==> config.mk <==
export PLATFORM = sky130hd
export DESIGN_NAME = step_sequencer
export DESIGN_NICKNAME = d
export VERILOG_FILES = /design/src/rtl/step_sequencer.sv
export SDC_FILE = /design/constraint.sdc
export NUM_CORES = 1
export LEC_CHECK = 0
export BUFFER_PORTS_ARGS = -buffer_cell sky130_fd_sc_hd__buf_2
export CAP_MARGIN = 20
export CORE_AREA = 4 4 41 43
export CTS_CLUSTER_DIAMETER = 30
export DETAILED_ROUTE_END_ITERATION = 6
export DIE_AREA = 0 0 45 47
export PLACE_DENSITY_LB_ADDON = 0.2
export SETUP_SLACK_MARGIN = 0.15
export SKIP_CTS_REPAIR_TIMING = 1
export SLEW_MARGIN = 30
export SYNTH_ARGS = -nofsm -noshare
export SYNTH_HDL_FRONTEND = slang
export SYNTH_SLANG_ARGS = --single-unit
==> constraint.sdc <==
create_clock -name clk -period 1.6 [get_ports clk]
set_input_delay 0.08 -clock clk [delete_from_list [all_inputs] [get_ports clk]]
set_output_delay 0.08 -clock clk [all_outputs]
set_load 0.02 [all_outputs]
==> src/rtl/step_sequencer.sv <==
// step_sequencer: self-timed step counter walking cnt 1..NUM_STEPS with DWELL cycles per step
// and a one-hot step decode; supports looping, pause and abort.
module step_sequencer #(
    parameter int NUM_STEPS = 6,
    parameter int CNT_W     = 3,
    parameter int DWELL     = 1
) (
    input  logic                 clk,
    input  logic                 reset,
    input  logic                 start,
    input  logic                 pause,
    input  logic                 abort,
    input  logic                 loop_en,
    output logic [CNT_W-1:0]     cnt,
    output logic [NUM_STEPS-1:0] step_out,
    output logic                 busy,
    output logic                 done,
    output logic                 wrap
);
    localparam int              TW   = DWELL > 1 ? $clog2(DWELL) : 1;
    localparam logic [TW-1:0]    TMAX = TW'(DWELL - 1);
    localparam logic [CNT_W-1:0] LAST = CNT_W'(NUM_STEPS);
    logic [TW-1:0]    tmr, tmr_n;
    logic [CNT_W-1:0] cnt_n;
    logic             done_n, wrap_n;
    always_ff @(posedge clk or posedge reset) begin
        if (reset) begin
            cnt  <= '0;
            tmr  <= '0;
            done <= 1'b0;
            wrap <= 1'b0;
        end else begin
            cnt  <= cnt_n;
            tmr  <= tmr_n;
            done <= done_n;
            wrap <= wrap_n;
        end
    end
    // cnt itself is the state: 0 = idle, nonzero = running (held while paused)
    always_comb begin
        cnt_n  = cnt;
        tmr_n  = tmr;
        done_n = 1'b0;
        wrap_n = 1'b0;
        if (cnt == '0) begin
            if (start && !abort) begin
                cnt_n = CNT_W'(1);
                tmr_n = '0;
            end
        end else if (abort) begin
            cnt_n = '0;
            tmr_n = '0;
        end else if (!pause) begin
            if (tmr == TMAX) begin
                tmr_n = '0;
                if (cnt < LAST) begin
                    cnt_n = cnt + 1'b1;
                end else if (cnt == LAST && loop_en) begin
                    cnt_n  = CNT_W'(1);
                    wrap_n = 1'b1;
                end else begin
                    // out-of-range cnt also lands here and is forced idle without done
                    cnt_n  = '0;
                    done_n = cnt == LAST;
                end
            end else begin
                tmr_n = tmr + 1'b1;
            end
        end
    end
    for (genvar i = 0; i < NUM_STEPS; i++) begin : g_dec
        assign step_out[i] = cnt == CNT_W'(i + 1);
    end
    assign busy = cnt != '0;
endmodule

Yosys cells after proc, flatten, opt, wreduce, memory -nomap -nowiden
Cells that the tools add are included.

Register bits: 6. Output and inout bits: 12. Logic and storage cells: 47.

Multiplexer cells: 24. Equal/unequal tests: 9. Add/subtract/negate cells: 2. Reductions and logical operators: 7. Magnitude comparators: 1.

Operators by type and width (count): two-way mux 1 bit (18); two-way mux 3 bit (6); == test 3 bit (second input constant) (3); == test 3 x 2 -> 1 bit (second input constant) (2); adder 3 x 1 -> 3 bit (second input constant) (1); == test 3 x 1 -> 1 bit (second input constant) (1); logical NOT 3 bit (1); < comparator 3 bit (second input constant) (1); inequality test 3 x 1 -> 1 bit (second input constant) (1); inequality test 3 x 2 -> 1 bit (second input constant) (1); AND reduction 3 bit (1); nonzero test 3 bit (1); logical AND 1 bit (2); inequality test 2 x 1 -> 1 bit (second input constant) (1); AND reduction 2 bit (1); adder 1 bit (second input constant) (1); logical NOT 1 bit (1).

Longest topological paths before layout
Gate-level depths: netlist of run 1.

Depth in word-level cells: 8. Depth in mapped cells: 6. Depth with buffers taken out: 6.

Worst setup path before layout of run 1
No wires, ideal clock.

Kind: flip-flop to flip-flop. Start: reg cnt[1]. End: reg cnt[2]. Arrival time: 1.463 ns. Buffers on the path: 0. Stages on the path, launching flop included: 7. Setup time: 0.126 ns. Data required time: 1.474 ns. Slack: 0.011 ns. Cells stage by stage: dfrtp_1 > inv_1 > ha_1 > nand2b_1 > a21oi_2 > o21ai_0 > o21ai_1.

Word-level cells in the longest chain between the ends: 6. Elaborated cells between the ends (all ways): 12.

Ends and longest elaborated chain: from (decl) (RTL line 14) `output logic [CNT_W-1:0] cnt,`; from (signal assigned) (RTL line 33) `cnt <= cnt_n;`; adder 3 x 1 -> 3 bit or < comparator 3 bit (tied branches) (RTL line 57, 56); two-way mux 3 bit (RTL line 56) `if (cnt < LAST) begin`; two-way mux 3 bit (RTL line 54) `if (tmr == TMAX) begin`; two-way mux 3 bit (RTL line 53) `end else if (!pause) begin`; two-way mux 3 bit (RTL line 50) `end else if (abort) begin`; two-way mux 3 bit (RTL line 45) `if (cnt == '0) begin`.

Several ways; a longest one is shown, not always the timed one. The select of a mux whose other input is x is not followed. A chain may end at the register's enable or synchronous reset.

Worst setup path after layout of run 1
Start: reg cnt[0]. End: reg cnt[2].

The elaborated chain is that of the path after synthesis.

==> flow_summary.yaml, run 1 <==
sta:
  maxSlewViolCount: 0
  period_needed_ns: 1.43
  finClkSkew_ns: 0.000723
  hold_viol: 0
  fin_crit_sh_pct: 89.1
  setup_viol: 0
  hold_slack_ns: 0.0229
  relSlewSlack_pct: 77.7
  fmax_mhz: 701
  rsz0062_at_grt: "yes"
  tns_ns: 0
  tightest_slew_ns: 0.329
outcome:
  status: "finished, final reports clean"
synth:
  synth_cell_types: 23
  synth_common_cells: "dfrtp_1 (5), ha_1 (5), inv_1 (5), o21ai_1 (3)"
  postSynthCellCount: 42
  synth_top_area_share_pct: 32.1
  synth-seq-cells: 5
  yosysTopAreaCell: "dfrtp_1"
  seq_area_frac_synth_pct: 32.1
  syn_area_per_cell_sq_um: 9.29
  synth_ff_type: "dfrtp_1"
  synth_edf_count: 0
  syn_nets: 53
  async_flop_share_pct: 100
  ys_warn_count: 0
  synth_area_leaders: "dfrtp_1 (32%), ha_1 (16%), inv_1 (4.8%)"
  syn-cell-area_sq_um: 390
finish:
  area_growth_pct: 56.1
  num_antenna_cells: 0
  finalNetCount: 78
  seq_area_sq_um: 129
  multiInputGateArea_sq_um: 287
  nFillCells: 138
  drive_gt1_share_pct: 57.6
worst_setup_path:
  worstSetupPathType: "reg2reg"
  critPathRequiredTime_ns: 1.77
  cp_common_cell: "ha_4"
  path_delay_family: "flip-flops"
  critPathLaunch: "cnt[0]"
  cp_slowest_cell: "dfrtp_2"
  worst_setup_path_end_kind: "flip-flop"
  r2r-start: "cnt[0]"
  path_max_fanout: 5
  cp.arrival_ns: 1.59
  path_cells: "ha_4 -> ha_4 -> or4_1 -> o21ai_1"
  critPathMaxStageDelay_ns: 0.44
  cp-start-kind: "flip-flop"
  path_buf_inv: 0
power_and_ir_drop:
  ir_worst_vdd_mv: 0.695
  power.density_mw_per_mm2: 1750
  p_leak_nw: 0.285
floorplanning:
  dieArea_sq_mm: 0.00212
  die_w_um: 45
  core_area_sq_mm: 0.00130
  rows: 13
  floorplan.initialDensity_pct: 30.0
  io-pin-count: 18
  die_y_um: 47
placed_design:
  place_congestion: 0.751
  dp_hpwl_um: 793
  portBuffers: 17
global_route:
  grt_first_pass_wirelength_um: 1460
  gr-total-overflow: 0
  grt_pass1_vias: 366
  antenna_found_initial: 0
  grt_max_degree: 13
  track_usage_pct: 9.92
detailed_routing:
  drtIter0Drc: 3
  drc_errors: 0
  dr.pass1.iters: 4
  wl_per_cell_um: 13.0
  drt-total-wl_um: 1050
  vias_per_cell: 4.65
  antenna_left: 0
  num_vias: 377
job:
  maxCapViolCount: 0
clock_tree:
  cts_sinks: 5
  cts_tree: "yes"
  cts_root_buf: "clkbuf_4"
  htree_levels: 1
  cts_buffers: 3
  cts.path.max_buffers: 2
  insertion_delay_ns: 0.24
  clk_pin_slew_ns: 0.04
worst_hold_path:
  hp-class: "in2reg"
  holdCritStartpoint: "loop_en"
[metrics by stage]
stage	cells	cell area, sq um	power [W]	setup WS (ns)	util (%)
after floorplan	42	409	0.000635	0.0974	-
after global placement	75	517	0.000809	0.121	39.7
after detailed placement	75	517	0.000802	0.133	39.7
after CTS	79	543	0.000955	0.119	41.7
after global routing	81	609	0.00115	0.120	46.8
final	81	609	0.00107	0.174	46.8
[logic make-up (layout without fill, tap and decap cells)]
kind of cell	count (synthesis)	count (layout)	share of synthesized area, %
adder cells (fa/ha/maj)	5	5	16.0
AND/OR/NAND/NOR	17	17	30.8
buffers and inverters	6	30	7.69
flip-flops	5	5	32.1
AO/OA/AOI/OAI	9	9	13.5
[cell usage in the layout (no fill, tap or decap), types with 2 or more instances in the layout]
| cell | instances |
|---|---|
| and2b_2 | 2 |
| buf_2 | 15 |
| buf_4 | 3 |
| buf_6 | 2 |
| clkbuf_4 | 3 |
| dfrtp_1 | 2 |
| dfrtp_2 | 3 |
| ha_4 | 3 |
| inv_1 | 4 |
| nor3_1 | 2 |
| o21ai_0 | 2 |
| o21ai_1 | 3 |
[report_power, final]
group	switching [W]	leakage (nW)	internal (W)
combinational	0.000401	0.208	0.000309
clock	0.0000516	0.0150	0.0000943
sequential	0.0000465	0.0623	0.000165
[layer usage]
| layer | up-vias | wire, um | track usage (%) |
|---|---|---|---|
| met5 | - | 0 | 0 |
| met2 | 11 | 526 | 16.7 |
| met1 | 168 | 413 | 10.4 |
| met3 | 5 | 83 | 4.60 |
| li1 | 193 | - | - |
| met4 | 0 | 27 | 5.26 |
[registers in the layout, summed over array words and instances, names as in the netlist]
signal  flops
cnt         3
done        1
wrap        1
[final timing paths]
kind | endpoint | slack (ns) | cells after the start
max | cnt[2] | 0.17 | 4
max in group asynchronous | cnt[0] | 1.14 | 3
min | done | 0.02 | 2
max reg2reg | cnt[2] | 0.17 | 4
min in group asynchronous | cnt[2] | 0.27 | 3
min reg2reg | cnt[1] | 0.60 | 2
[layout make-up]
| class | count | share of cell area, % |
|---|---|---|
| clock buffer | 4 | 4.31 |
| inverter | 5 | 3.08 |
| multi-input combinational | 31 | 47.0 |
| sequential | 5 | 21.1 |
| tap | 15 | 3.08 |
| timing repair buffer | 21 | 21.4 |
Note: power is estimated with default switching activity, not from simulation.
==> run 2: changes to the inputs <==
==> constraint.sdc (replaced) <==
create_clock -name clk -period 1.6 [get_ports clk]
set_input_delay 0.48 -clock clk [delete_from_list [all_inputs] [get_ports clk]]
set_output_delay 0.48 -clock clk [all_outputs]
set_load 0.02 [all_outputs]
==> run 2 against run 1 <==
The flow now finishes with violations (negative setup slack). Register-to-register slack worse by 0.14 ns. Critical endpoint is now step_out[0]. Largest cell class unchanged. Largest power group unchanged. Non-clock buffer count up 5. Total power up 23%.
==> flow_summary.yaml, run 2 (synthesis results as in run 1) <==
outcome:
  status: "finished, violations left"
  violations: "negative setup slack"
power_and_ir_drop:
  intPower_w: 0.000721
  p_leak_nw: 0.321
  swShare_pct: 45.0
  ir_worst_vdd_mv: 0.839
  pwr-share-clk_pct: 11.3
  power.density_mw_per_mm2: 1860
  power_frac_seq_pct: 18.4
  p_sw_w: 0.000590
  power_frac_comb_pct: 70.3
detailed_routing:
  vias_per_cell: 5.00
  drt-total-wl_um: 1190
  drc_errors: 0
  wl_per_cell_um: 13.8
  antenna_left: 0
  num_vias: 430
  drtIter0Drc: 10
  dr.pass1.iters: 4
placed_design:
  portBuffers: 17
  dp_slack_ns: 0.0367
  place_congestion: 0.727
  dp_hpwl_um: 805
sta:
  fin_crit_sh_pct: 110
  fin_ws_ns: -0.154
  maxSlewViolCount: 0
  hold_slack_ns: 0.129
  period_needed_ns: 1.75
  fmax_mhz: 570
  hold_viol: 0
  rsz0062_at_grt: "yes"
  tightest_slew_ns: 0.248
  relSlewSlack_pct: 83.2
  setup_viol: 7
  finClkSkew_ns: 0.00400
clock_tree:
  clk_pin_slew_ns: 0.05
  cts_sinks: 5
  cts_root_buf: "clkbuf_4"
  insertion_delay_ns: 0.24
  htree_levels: 1
  cts.path.max_buffers: 2
  cts_buffers: 3
  cts_tree: "yes"
global_route:
  grt_pass1_vias: 375
  grt_max_degree: 14
  track_usage_pct: 11.1
  antenna_found_initial: 0
  grt_first_pass_wirelength_um: 1620
  gr-total-overflow: 0
worst_setup_path:
  path_max_fanout: 5
  worst_setup_path_end_kind: "output port"
  worstSetupPathType: "reg2out"
  regToRegSetupSlack_ns: 0.03
  cp-start-kind: "flip-flop"
  critPathRequiredTime_ns: 1.12
  reg2reg_depth: 5
  cp.arrival_ns: 1.27
finish:
  finalNetCount: 83
  drive_gt1_share_pct: 69.0
  layout_commonest_cell: "buf_2"
  largest_register: "cnt"
  final_core_util_pct: 54.2
  area_growth_pct: 80.8
  num_antenna_cells: 0
  final_cell_mix: "buf_2 (11), buf_6 (8), buf_4 (6)"
  largest_register_ffs: 3
  nFillCells: 126
  reg_top3: "cnt x3, done x1, wrap x1"
floorplanning:
  rows: 13
  floorplan.initialDensity_pct: 30.0
  die_w_um: 45
  core_area_sq_mm: 0.00130
  die_y_um: 47
  dieArea_sq_mm: 0.00212
  io-pin-count: 18
worst_hold_path:
  hp-class: "in2async"
job:
  maxCapViolCount: 0
-- run 2: cell types whose count changed in the layout (fill, tap and decap cells not counted), moves of 2 or more --
cell / previous run / this run
buf_4: 3 / 6
buf_6: 2 / 8
buf_2: 15 / 11
inv_1: 4 / 1
inv_4: 0 / 2
-- run 2: worst paths after layout --
| path | start | to |
|---|---|---|
| max reg2reg | cnt[1] | cnt[2] |
| min reg2reg | cnt[0] | cnt[0] |
| max | cnt[1] | step_out[0] |
| min | reset | cnt[1] |
| max in group asynchronous | reset | cnt[0] |
| min in group clk | pause | done |
-- run 2: power by group through the flow --
| stage | registers (W) | clock network (W) | logic [W] |
|---|---|---|---|
| after floorplan | 0.000257 | 0 | 0.000442 |
| after global placement | 0.000241 | 0 | 0.000610 |
| after detailed placement | 0.000244 | 0 | 0.000618 |
| after CTS | 0.000242 | 0.000150 | 0.000620 |
| after global routing | 0.000246 | 0.000166 | 0.000990 |
| final | 0.000241 | 0.000148 | 0.000922 |
-- run 2: metal layers --
layer	global-route usage, %	up-vias	routed length, um
met5	0	-	0
met4	3.51	0	12
met3	6.51	2	97
met2	16.4	17	538
met1	13.6	206	543
li1	-	205	-
-- run 2: metrics by stage --
step           cell area (sq um)  std cells  setup TNS [ns]  power [W]
2_1_floorplan                437         42               0   0.000700
3_3_place_gp                 537         74               0   0.000851
3_5_place_dp                 537         74               0   0.000861
4_1_cts                      563         78           -1.05    0.00101
5_1_grt                      706         86           -1.18    0.00140
6_report                     706         86          -0.797    0.00131
-- run 2: layout make-up --
cell class / count / area [sq um] / share of cell area (%)
clock buffers: 4 / 26.3 / 3.72
inverters: 5 / 23.8 / 3.37
multi-input cells: 31 / 313 / 44.3
well taps: 15 / 18.8 / 2.66
repair buffers: 26 / 195 / 27.7
flip-flops and latches: 5 / 129 / 18.3
-- run 2: worst max-delay path: stages (launching register included) --
cell     delay (ns)
dfrtp_2        0.45
inv_2          0.08
ha_2           0.18
and2b_2        0.18
buf_2          0.15
==> run 3: changes to the inputs <==
- MAX_ROUTING_LAYER: not set -> met4
- SETUP_SLACK_MARGIN: 0.15 -> 0.3
==> run 3 against run 2 <==
The flow still finishes with violations (negative setup slack). Clock power barely moved. Via count down 0.93%. Sequential share of layout area is essentially flat. Final area decreased by 0.18%. Final cell count unchanged. Register-to-register slack improved by 0.03 ns. Critical path type unchanged. Critical endpoint is now step_out[1]. Fmax up 0.22%. Die area stayed put. Count of clock-buffer cells in the layout is the same.
==> flow_summary.yaml, run 3 (synthesis results as in run 1) <==
finish:
  num_antenna_cells: 0
  nFillCells: 125
  final_area_sq_um: 704
  final_cell_mix: "buf_4 (10), buf_2 (9), buf_6 (6)"
  drive_gt1_share_pct: 71.8
  finalNetCount: 83
  layout_commonest_cell: "buf_4"
  largest_register_ffs: 3
  area_growth_pct: 80.4
  reg_top3: "cnt x3, done x1, wrap x1"
  largest_register: "cnt"
clock_tree:
  cts_buffers: 3
  htree_levels: 1
  clk_pin_slew_ns: 0.04
  cts_root_buf: "clkbuf_4"
  cts.path.max_buffers: 2
  insertion_delay_ns: 0.24
  cts_sinks: 5
  cts_tree: "yes"
floorplanning:
  floorplan.initialDensity_pct: 30.0
  io-pin-count: 18
  rows: 13
  dieArea_sq_mm: 0.00212
  die_y_um: 47
  core_area_sq_mm: 0.00130
  die_w_um: 45
detailed_routing:
  dr.pass1.iters: 3
  drtIter0Drc: 8
  drc_errors: 0
  antenna_left: 0
  num_vias: 426
  drt-total-wl_um: 1160
  wl_per_cell_um: 13.4
  vias_per_cell: 4.95
sta:
  period_needed_ns: 1.75
  maxSlewViolCount: 0
  setup_viol: 7
  hold_viol: 0
  finClkSkew_ns: 0.000957
  rsz0062_at_grt: "yes"
  fmax_mhz: 571
  fin_crit_sh_pct: 109
  tns_ns: -0.841
  tightest_slew_ns: 0.212
  relSlewSlack_pct: 85.9
  fin_ws_ns: -0.150
worst_setup_path:
  r2r_end: "cnt[2]"
  regToRegSetupSlack_ns: 0.06
  critPathRequiredTime_ns: 1.12
  cp-start-kind: "flip-flop"
  cp.arrival_ns: 1.27
  worst_setup_path_end_kind: "output port"
  reg2reg_depth: 5
  r2r-start: "cnt[1]"
  path_max_fanout: 5
  critPathLaunch: "cnt[0]"
  worstSetupPathType: "reg2out"
placed_design:
  dp_hpwl_um: 761
  postPlaceCellArea_sq_um: 529
  portBuffers: 17
  place_congestion: 0.802
global_route:
  grt_max_degree: 14
  grt_first_pass_wirelength_um: 1700
  grt_pass1_vias: 393
  track_usage_pct: 11.5
  antenna_found_initial: 0
  gr-total-overflow: 0
power_and_ir_drop:
  power_frac_seq_pct: 18.4
  p_total_w: 0.00131
  intPower_w: 0.000730
  swShare_pct: 44.3
  ir_worst_vdd_mv: 0.799
  power.density_mw_per_mm2: 1860
  pwr-share-clk_pct: 11.4
  power_frac_comb_pct: 70.3
  p_sw_w: 0.000580
  p_leak_nw: 0.321
outcome:
  violations: "negative setup slack"
  status: "finished, violations left"
worst_hold_path:
  hp-class: "in2async"
job:
  maxCapViolCount: 0
-- run 3: worst max path at each step --
stage	end	slack, ns	depth (start not counted)
2_1_floorplan	step_out[3]	0.14	4
3_3_place_gp	step_out[3]	0.05	5
3_5_place_dp	step_out[3]	0.04	5
4_1_cts	step_out[3]	-0.22	5
5_1_grt	step_out[1]	-0.18	4
6_report	step_out[1]	-0.15	4
-- run 3: through the flow --
step	utilization [%]	setup WS [ns]	instances	hold slack, ns
final	54.1	-0.150	86	0.131
after global routing	54.1	-0.183	86	0.146
after CTS	42.7	-0.225	77	0.133
after detailed placement	40.7	0.0390	73	0.395
after global placement	40.7	0.0450	73	0.396
after floorplan	-	0.142	42	0.258
-- run 3: layer usage --
layer / routed length, um / up-vias / track usage, %
met5: 0 / - / -
met1: 499 / 202 / 13.8
met4: 17 / 0 / 3.51
met3: 86 / 2 / 4.60
li1: - / 204 / -
met2: 552 / 18 / 17.8
-- run 3: worst max-delay path, stage by stage (launching register included) --
cell     delay, ns
dfrtp_2       0.43
inv_4         0.06
ha_2          0.19
and2b_2       0.19
buf_4         0.15
-- run 3: area by class of cell --
| class | instances | area (sq um) | share of cell area [%] |
|---|---|---|---|
| Timing Repair Buffer | 26 | 193 | 27.4 |
| Sequential cell | 5 | 129 | 18.3 |
| Tap cell | 15 | 18.8 | 2.66 |
| Clock buffer | 4 | 26.3 | 3.73 |
| Inverter | 5 | 23.8 | 3.37 |
| Multi-Input combinational cell | 31 | 314 | 44.6 |
-- run 3: power groups by stage --
stage                     Combinational, W  Sequential (W)  Clock (W)
after floorplan                   0.000443        0.000259          0
after global placement            0.000593        0.000252          0
after detailed placement          0.000589        0.000255          0
after CTS                         0.000596        0.000254   0.000154
after global routing              0.000998        0.000246   0.000163
final                             0.000921        0.000241   0.000149
